File: src/rtl/dbus_uart_bridge.sv
// ---------------------------------------------------------------------------
// dbus_uart_bridge
//
// Debug bus initiator.
// - Turns a byte-stream command protocol from a UART receiver into single-word
//   dBus transactions.
// - Returns the status and any read data as a byte stream.
// - Shares the RAM/IO dBus port with the CPU through an external arbiter.
//
// Frames (multi-byte fields are LSB first):
//   'R' (0x52) ADDR[4]          -> reply: status, DATA[4]
//   'W' (0x57) ADDR[4] DATA[4]  -> reply: status
//   Status is 0x06 (ACK), or 0x15 (NAK) when a read returns rsp_error.
//   Bytes other than 'R'/'W' seen while idle are discarded without a reply.
//
// Optional feature, macro DBUS_BRIDGE_TIMEOUT_EN:
//   An inter-byte timeout of CLK_FREQ/1000*TIMEOUT_MS cycles.
//   - A partial frame that stalls is dropped silently.
//   - A read response that never arrives produces NAK followed by 00 00 00 00.
//   Without the macro the bridge waits indefinitely in both places.
//
// Ports:
//   clk, reset                  clock, synchronous active-high reset
//   rx_valid, rx_data           received byte (single-cycle pulse, no backpressure)
//   tx_valid, tx_ready, tx_data byte output, valid/ready handshake
//   dBus_cmd_*                  bus command (valid/ready, wr, address, data, size)
//   dBus_rsp_*                  read response (ready strobe, error, data)
//   busy                        high whenever the bridge is not idle
// ---------------------------------------------------------------------------
module dbus_uart_bridge #(
    parameter int CLK_FREQ   = 100000000,
    parameter int RISCV_WL   = 32,
    parameter int TIMEOUT_MS = 10
) (
    input  logic                clk,
    input  logic                reset,
    input  logic                rx_valid,
    input  logic [7:0]          rx_data,
    output logic                tx_valid,
    input  logic                tx_ready,
    output logic [7:0]          tx_data,
    output logic                dBus_cmd_valid,
    input  logic                dBus_cmd_ready,
    output logic                dBus_cmd_payload_wr,
    output logic [RISCV_WL-1:0] dBus_cmd_payload_address,
    output logic [RISCV_WL-1:0] dBus_cmd_payload_data,
    output logic [1:0]          dBus_cmd_payload_size,
    input  logic                dBus_rsp_ready,
    input  logic                dBus_rsp_error,
    input  logic [RISCV_WL-1:0] dBus_rsp_data,
    output logic                busy
);

    // Elaboration-time guards on the configuration.
    if (RISCV_WL != 32) begin : g_bad_wl
        $error("dbus_uart_bridge: only RISCV_WL=32 is supported");
    end
    if ((CLK_FREQ / 1000) * TIMEOUT_MS < 1) begin : g_bad_timeout
        $error("dbus_uart_bridge: timeout must be at least one cycle");
    end

    localparam logic [7:0] OP_WRITE = 8'h57;
    localparam logic [7:0] OP_READ  = 8'h52;
    localparam logic [7:0] ST_ACK   = 8'h06;
    localparam logic [7:0] ST_NAK   = 8'h15;

    typedef enum logic [2:0] {
        S_IDLE     = 3'd0,
        S_ADDR     = 3'd1,
        S_DATA     = 3'd2,
        S_CMD      = 3'd3,
        S_RSP_WAIT = 3'd4,
        S_TX_STAT  = 3'd5,
        S_TX_DATA  = 3'd6
    } state_t;

    state_t      state_q;
    logic [1:0]  cnt_q;      // byte index shared by ADDR, DATA and TX_DATA
    logic [1:0]  cnt_d;
    logic [31:0] addr_q;
    logic [31:0] wdata_q;
    logic [31:0] rdata_q;
    logic        wr_q;
    logic        cmd_valid_q;
    logic        tx_valid_q;
    logic [7:0]  tx_data_q;

`ifdef DBUS_BRIDGE_TIMEOUT_EN
    localparam int unsigned TO_CYCLES = (CLK_FREQ / 1000) * TIMEOUT_MS;
    localparam logic [31:0] TO_LAST   = 32'(TO_CYCLES - 1);
    logic [31:0] timer_q;
    logic        timeout_s;
    assign timeout_s = (timer_q == TO_LAST);
`endif

    // The counter wraps 3 -> 0 by itself, so it is already 0 when a phase ends.
    assign cnt_d = cnt_q + 2'd1;

    assign busy                     = (state_q != S_IDLE);
    assign tx_valid                 = tx_valid_q;
    assign tx_data                  = tx_data_q;
    assign dBus_cmd_valid           = cmd_valid_q;
    assign dBus_cmd_payload_wr      = wr_q;
    assign dBus_cmd_payload_address = {addr_q[31:2], 2'b00};
    assign dBus_cmd_payload_data    = wdata_q;
    assign dBus_cmd_payload_size    = 2'b10;

    // Protocol FSM: frame decode, bus command/response, reply transmit.
    always_ff @(posedge clk) begin
        if (reset) begin
            state_q     <= S_IDLE;
            cnt_q       <= 2'd0;
            addr_q      <= 32'd0;
            wdata_q     <= 32'd0;
            rdata_q     <= 32'd0;
            wr_q        <= 1'b0;
            cmd_valid_q <= 1'b0;
            tx_valid_q  <= 1'b0;
            tx_data_q   <= 8'd0;
`ifdef DBUS_BRIDGE_TIMEOUT_EN
            timer_q     <= 32'd0;
`endif
        end else begin
            case (state_q)
                S_IDLE: begin
                    cnt_q <= 2'd0;
`ifdef DBUS_BRIDGE_TIMEOUT_EN
                    timer_q <= 32'd0;
`endif
                    if (rx_valid && (rx_data == OP_WRITE)) begin
                        wr_q    <= 1'b1;
                        state_q <= S_ADDR;
                    end else if (rx_valid && (rx_data == OP_READ)) begin
                        wr_q    <= 1'b0;
                        state_q <= S_ADDR;
                    end else begin
                        state_q <= S_IDLE;
                    end
                end

                S_ADDR: begin
                    if (rx_valid) begin
                        addr_q[{cnt_q, 3'b000} +: 8] <= rx_data;
                        cnt_q <= cnt_d;
`ifdef DBUS_BRIDGE_TIMEOUT_EN
                        timer_q <= 32'd0;
`endif
                        if (cnt_q == 2'd3) begin
                            if (wr_q) begin
                                state_q <= S_DATA;
                            end else begin
                                state_q     <= S_CMD;
                                cmd_valid_q <= 1'b1;
                            end
                        end
`ifdef DBUS_BRIDGE_TIMEOUT_EN
                    end else if (timeout_s) begin
                        state_q <= S_IDLE;
                        cnt_q   <= 2'd0;
                    end else begin
                        timer_q <= timer_q + 32'd1;
`else
                    end else begin
                        state_q <= S_ADDR;
`endif
                    end
                end

                S_DATA: begin
                    if (rx_valid) begin
                        wdata_q[{cnt_q, 3'b000} +: 8] <= rx_data;
                        cnt_q <= cnt_d;
`ifdef DBUS_BRIDGE_TIMEOUT_EN
                        timer_q <= 32'd0;
`endif
                        if (cnt_q == 2'd3) begin
                            state_q     <= S_CMD;
                            cmd_valid_q <= 1'b1;
                        end
`ifdef DBUS_BRIDGE_TIMEOUT_EN
                    end else if (timeout_s) begin
                        state_q <= S_IDLE;
                        cnt_q   <= 2'd0;
                    end else begin
                        timer_q <= timer_q + 32'd1;
`else
                    end else begin
                        state_q <= S_DATA;
`endif
                    end
                end

                // Payload registers are untouched here, so they stay stable until ready.
                S_CMD: begin
                    if (dBus_cmd_ready) begin
                        cmd_valid_q <= 1'b0;
`ifdef DBUS_BRIDGE_TIMEOUT_EN
                        timer_q <= 32'd0;
`endif
                        if (wr_q) begin
                            state_q    <= S_TX_STAT;
                            tx_valid_q <= 1'b1;
                            tx_data_q  <= ST_ACK;
                        end else begin
                            state_q <= S_RSP_WAIT;
                        end
                    end else begin
                        state_q <= S_CMD;
                    end
                end

                // A response strobe in the accept cycle itself is seen in S_CMD and ignored.
                S_RSP_WAIT: begin
                    if (dBus_rsp_ready) begin
                        rdata_q    <= dBus_rsp_data;
                        tx_valid_q <= 1'b1;
                        tx_data_q  <= dBus_rsp_error ? ST_NAK : ST_ACK;
                        state_q    <= S_TX_STAT;
`ifdef DBUS_BRIDGE_TIMEOUT_EN
                    end else if (timeout_s) begin
                        rdata_q    <= 32'd0;
                        tx_valid_q <= 1'b1;
                        tx_data_q  <= ST_NAK;
                        state_q    <= S_TX_STAT;
                    end else begin
                        timer_q <= timer_q + 32'd1;
`else
                    end else begin
                        state_q <= S_RSP_WAIT;
`endif
                    end
                end

                S_TX_STAT: begin
                    if (tx_ready) begin
                        if (wr_q) begin
                            tx_valid_q <= 1'b0;
                            state_q    <= S_IDLE;
                        end else begin
                            tx_data_q <= rdata_q[7:0];
                            cnt_q     <= 2'd0;
                            state_q   <= S_TX_DATA;
                        end
                    end else begin
                        state_q <= S_TX_STAT;
                    end
                end

                S_TX_DATA: begin
                    if (tx_ready) begin
                        cnt_q <= cnt_d;
                        if (cnt_q == 2'd3) begin
                            tx_valid_q <= 1'b0;
                            state_q    <= S_IDLE;
                        end else begin
                            tx_data_q <= rdata_q[{cnt_d, 3'b000} +: 8];
                        end
                    end else begin
                        state_q <= S_TX_DATA;
                    end
                end

                default: begin
                    state_q     <= S_IDLE;
                    cnt_q       <= 2'd0;
                    cmd_valid_q <= 1'b0;
                    tx_valid_q  <= 1'b0;
                end
            endcase
        end
    end

endmodule

File: config.mk
export PLATFORM = sky130hd
export DESIGN_NAME = dbus_uart_bridge
export DESIGN_NICKNAME = d
export VERILOG_FILES = /design/src/rtl/dbus_uart_bridge.sv
export SDC_FILE = /design/constraint.sdc
export NUM_CORES = 1
export LEC_CHECK = 0
export CAP_MARGIN = 10
export CORE_MARGIN = 2
export CORE_UTILIZATION = 53
export DETAILED_ROUTE_END_ITERATION = 16
export GPL_ROUTABILITY_DRIVEN = 0
export PLACE_DENSITY = 0.86
export RECOVER_POWER = 50
export SKIP_CTS_REPAIR_TIMING = 1
export SYNTH_ARGS = -nofsm -noshare
export SYNTH_HDL_FRONTEND = slang
export SYNTH_SLANG_ARGS = --single-unit
File: constraint.sdc
create_clock -name clk -period 5 [get_ports clk]
set_input_delay 1 -clock clk [delete_from_list [all_inputs] [get_ports clk]]
set_output_delay 1 -clock clk [all_outputs]
set_load 0.005 [all_outputs]
Word-level counts from Yosys, hierarchy flattened
Index checks and enable logic that the tools add are counted.

Flip-flop bits (word level): 112. Input port bits: 47. Output and inout bits: 78. Word-level logic and storage cells: 111.

Add/sub/neg operators: 2. Equal/unequal tests: 27. Shift operators: 3. Multiplexer cells: 48. Bitwise operators: 3. Reduce and logical (&&, ||, !) cells: 19.

Operators by type and width (number): 32-bit bitwise mux (2); 8-bit 2-to-1 mux (7); 8-bit case mux with 4 select lines (1); 8-bit by 7-bit variable shift with 32-bit output, first input constant (1); 32-bit by 6-bit variable part select with 8-bit output (1); 8-bit by 7-bit variable part select with 32-bit output (1); 2-bit inequality test, second input constant (14); 3-bit 2-to-1 mux (9); 3-bit case mux with 7 select lines (1); 1-bit 2-to-1 mux (20); 8-bit by 7-bit == test with 1-bit output, second input constant (2); 8-bit AND reduction (2); 3-bit == test, second input constant (3); 3-bit inequality test, second input constant (3); 2-bit 2-to-1 mux (4); 2-bit case mux with 4 select lines (1); 2-bit AND reduction (4); 5-bit negator with 7-bit output (1); 7-bit AND reduction (1); 3-bit by 2-bit == test with 1-bit output, second input constant (2); 5-bit 2-to-1 mux (1); 1-bit case mux with 5 select lines (1); 5-bit AND reduction (1); 1-bit case mux with 4 select lines (1); other kinds (14) (18).

Depth between registers and ports, before layout
Word-level depth: 5. Depth in mapped cells: 9. Depth with buffers taken out: 6.

Worst setup path after synthesis
OpenSTA, ideal clock, no wires.

Path type: reg2reg. Start: register cnt_q[0]. End: register tx_data_q[1] (netlist: tx_data[1]). Data arrival time: 2.274 ns. Data required time: 4.884 ns. Setup slack: 2.610 ns. Cell stages (with the launch flop): 8. Buffers on the path: 1. Clock period less this slack: 2.390 ns. Cells stage by stage: dfxtp_1 buf_2 clkinv_1 ha_1 mux4_2 and3_1 a2111o_1 o211a_1.

Longest elaborated chain between the ends: 5. Elaborated cells on any way between the ends: 8. Those cells by class: add/sub (1); eq/ne (2); shift (1); mux (3); reduce/logical (1).

Ends and longest elaborated chain: from (decl) (line 78) `logic [1:0] cnt_q;`; from (signal assigned) (line 144) `cnt_q <= cnt_d;`; from (signal assigned) (line 172) `cnt_q <= cnt_d;`; from (signal assigned) (line 251) `cnt_q <= cnt_d;`; 2-bit by 1-bit adder with 2-bit output (line 97) `assign cnt_d = cnt_q + 2'd1;`; 32-bit by 6-bit variable part select with 8-bit output (line 256) `tx_data_q <= rdata_q[{cnt_d, 3'b000} +: 8];`; 8-bit 2-to-1 mux (line 252) `if (cnt_q == 2'd3) begin`; 8-bit 2-to-1 mux (line 250) `if (tx_ready) begin`; 8-bit case mux with 4 select lines (line 124) `case (state_q)`; to (signal assigned) (line 217) `tx_data_q <= dBus_rsp_error ? ST_NAK : ST_ACK;`; to (signal assigned) (line 240) `tx_data_q <= rdata_q[7:0];`; to (signal assigned) (line 256); to (decl) (line 86) `logic [7:0] tx_data_q;`.

Parallel ways exist; a longest one is shown, timed or not. The select of a mux whose other input is x is not followed. A chain may end at the register's enable or synchronous reset.

Final worst setup path
Start: register cnt_q[0]. End: register addr_q[19].

Longest elaborated chain between the ends: 3. Elaborated cells on any way between the ends: 4. Those cells by class: add/sub (1); shift (2); mux (1).

Ends and longest elaborated chain: 5-bit negator with 7-bit output (*) (line 143) `addr_q[{cnt_q, 3'b000} +: 8] <= rx_data;`; 8-bit by 7-bit variable part select with 32-bit output or 8-bit by 7-bit variable shift with 32-bit output (tied branches) (line 143); 32-bit bitwise mux (*) (line 143); to (signal, indexed assignment) (line 143); to (decl) (line 80) `logic [31:0] addr_q;`.

Every way passes the cells marked *; elsewhere a longest branch is shown, timed or not.

==> impl_metrics.json <==
{
  "outcome": "complete, but fails checks",
  "failed_checks": "max-capacitance violations, max-slew violations",
  "io_pins": 125,
  "critPathSlowestCell": "ha_1",
  "core_sq_um": 9110,
  "port_buffers": 120,
  "first_pass_iters": 5,
  "path_cells": "clkinv_1 > ha_1 > nor3b_2 > nand3_1 > a21oi_1",
  "worst_r2r_path_depth": 5,
  "ys_ff_latch": 110,
  "r2r-end": "addr_q[19]",
  "leakage_nw": 2.22,
  "synthArstFlopShare_pct": 0,
  "diodes": 0,
  "cts.path.max_buffers": 2,
  "antenna_found_initial": 0,
  "fill_cells": 726,
  "rows": 35,
  "drt_first_iter_violations": 485,
  "nNetsFinal": 750,
  "synth_ff_type": "dfxtp_1",
  "clkSlewWorstSetupHoldPaths_ns": 0.10,
  "hold_start": "addr_q[4]",
  "hold_violations": 0,
  "maxCapViolations": 1,
  "grt_pass1_wl_mm": 21.5,
  "worstHoldPathCells": 2,
  "total_power_w": 0.00161,
  "cp.required_ns": 5.28,
  "slew_violations": 48,
  "final-setup-viol-count": 0,
  "min_period_over_period_pct": 71.7,
  "post_drt_wl_per_cell_um": 16.2,
  "crit_path_start": "cnt_q[0]",
  "fin_skew_ns": 0.0122,
  "rrSetupSlack_ns": 1.42,
  "ys_seq_area_share_pct": 44.9,
  "htree_levels": 3,
  "syn_avg_cell_area_sq_um": 7.95,
  "die_w_um": 100,
  "wirelength_mm": 13.2,
  "vdd_drop_max_uv": 158,
  "grt_max_degree": 60,
  "power-per-cell-area_nw_per_um2": 260,
  "ant_nets": 0,
  "fmax_mhz": 279,
  "chipHeight_um": 100,
  "worstPathArrival_ns": 3.86,
  "place_hpwl_mm": 9.28,
  "synthesis.instances": 617,
  "hp-class": "reg -> reg",
  "synth_warnings": 0,
  "grtUsageTotal_pct": 26.6,
  "synth.distinct_cells": 56,
  "cp-start-kind": "register",
  "critPathKind": "reg -> reg",
  "worst_pin_slew_ns": 1.93,
  "slew_headroom_pct": -28.5,
  "grt_pass1_vias": 4494,
  "setup-tns-final_ns": 0,
  "holdPathEnd": "addr_q[4]",
  "rsz0062_at_grt": "false",
  "max_stage_delay_ns": 0.94,
  "synth_edf_count": 0,
  "gr-total-overflow": 0,
  "cts_sinks": 110,
  "clockRootBuffer": "clkbuf_8",
  "cts_tree": "done",
  "routed_via_density": 5.84,
  "drc": 0,
  "critPathMaxFanout": 21,
  "cp-end-kind": "register",
  "cts_buffers": 9,
  "num_vias": 4750,
  "synth_area_sq_um": 4910,
  "fin_crit_ns": 3.58,
  "fin_util_pct": 68.1,
  "reg2reg_from": "cnt_q[0]",
  "die_area_sq_um": 10000,
  "clock_latency_ns": 0.37,
  "start_util_pct": 53.9,
  "drive_above_1_share_pct": 4.56,
  "area_delta_synth_final_pct": 26.4
}
## worst max-delay path: cells and delay by family (launching register included)
family / cells / cell delay (ns)
adders and majority gates: 1 / 0.94
AOI/OAI and AO/OA: 1 / 0.22
DFF: 1 / 0.74
buffers and inverters: 1 / 0.44
and+or+nand+nor: 2 / 1.14
## sequential cells by signal (all words and copies together), names as in the netlist
name                   count
addr_q                    30
cnt_q                      2
dBus_cmd_payload_data     32
dBus_cmd_payload_wr        1
dBus_cmd_valid             1
rdata_q                   32
state_q                    3
tx_data                    8
tx_valid                   1
## how the worst max path moves through the flow
| stage | cells past startpoint | to |
|---|---|---|
| finish | 5 | addr_q[19] |
| global route | 5 | addr_q[19] |
| CTS | 6 | tx_data[1] |
| detailed placement | 6 | tx_data[1] |
| global placement | 6 | tx_data[1] |
| floorplan | 7 | tx_data[1] |
## Yosys cell counts, drive strengths merged, types with 3 or more instances
master   number  area, sq um
clkbuf       36          135
o211ai        4         30.0
and2         10         62.6
nor2          3         11.3
a221oi        3         26.3
nor3b         4         45.1
and4bb        3         37.5
nor2b         5         31.3
inv           7         26.3
a21oi       103          515
a22oi         5         37.5
a31oi         3         18.8
ha            6         75.1
or3           4         25.0
nand3        71          355
dfxtp       110         2200
mux2          3         33.8
buf          21          121
nand2b        7         43.8
o2bb2ai       7         61.3
nand2       144          541
o21ai        10         50.1
mux2i        13          130
## cell usage in the layout, fill, tap and decap left out, drive strengths merged, types with 2 or more instances in the layout
cell           count
clkdlybuf4s50     46
nand2b             7
inv                9
dlygate4sd3       73
nand3             71
mux2               3
o211ai             4
ha                 6
and2              10
and2b              2
o21ai             10
and4bb             3
clkinv             3
a21oi            103
conb               4
o221ai             2
nor2b              5
a31oi              3
nor3b              4
o2bb2ai            7
nor2               3
a22oi              5
or3                4
o22ai              2
dfxtp            110
clkbuf            13
nor3               2
nand2            144
mux2i             13
a221oi             3
o2111ai            2
buf                3
nand3b             2
## stage by stage
stage               hold WS (ns)  instances  worst slack, ns  cell area (sq um)
CTS                        0.460        813             1.50               6210
global route               0.472        813             1.14               6200
global placement           0.442        797             1.64               6020
floorplan                  0.433        619             2.61               4910
detailed placement         0.446        797             1.52               6020
finish                     0.459        813             1.42               6200
## cell type report
cell class | count | area, sq um | area share [%]
multi-input combinational | 444 | 2430 | 39.1
clock buffer | 11 | 141 | 2.28
clock inverter | 5 | 41.3 | 0.666
inverter | 8 | 30.0 | 0.484
timing repair buffer | 124 | 1220 | 19.7
sequential | 110 | 2200 | 35.5
tap | 111 | 139 | 2.24
## kinds of logic after synthesis
family	synth area share, %
muxes	3.80
and+or+nand+nor	25.5
other	0.153
adders and majority gates	1.53
buffers and inverters	5.84
DFF	44.9
AOI/OAI and AO/OA	18.3
## per-layer routing
layer / part of all wire (%) / up-vias / track usage [%]
li1: - / 2289 / -
met1: 40 / 2193 / 33.2
met2: 49 / 245 / 45.3
met3: 8.5 / 23 / 5.22
met4: 2.1 / 0 / 10.5
met5: 0 / - / 0
## power breakdown
part	total [W]	switching [W]	internal [W]
registers	0.000898	0.0000143	0.000884
clock network	0.000508	0.000307	0.000201
logic	0.000208	0.000118	0.0000894
total	0.00161	0.000439	0.00117
Power figures use the tool's default switching activity.
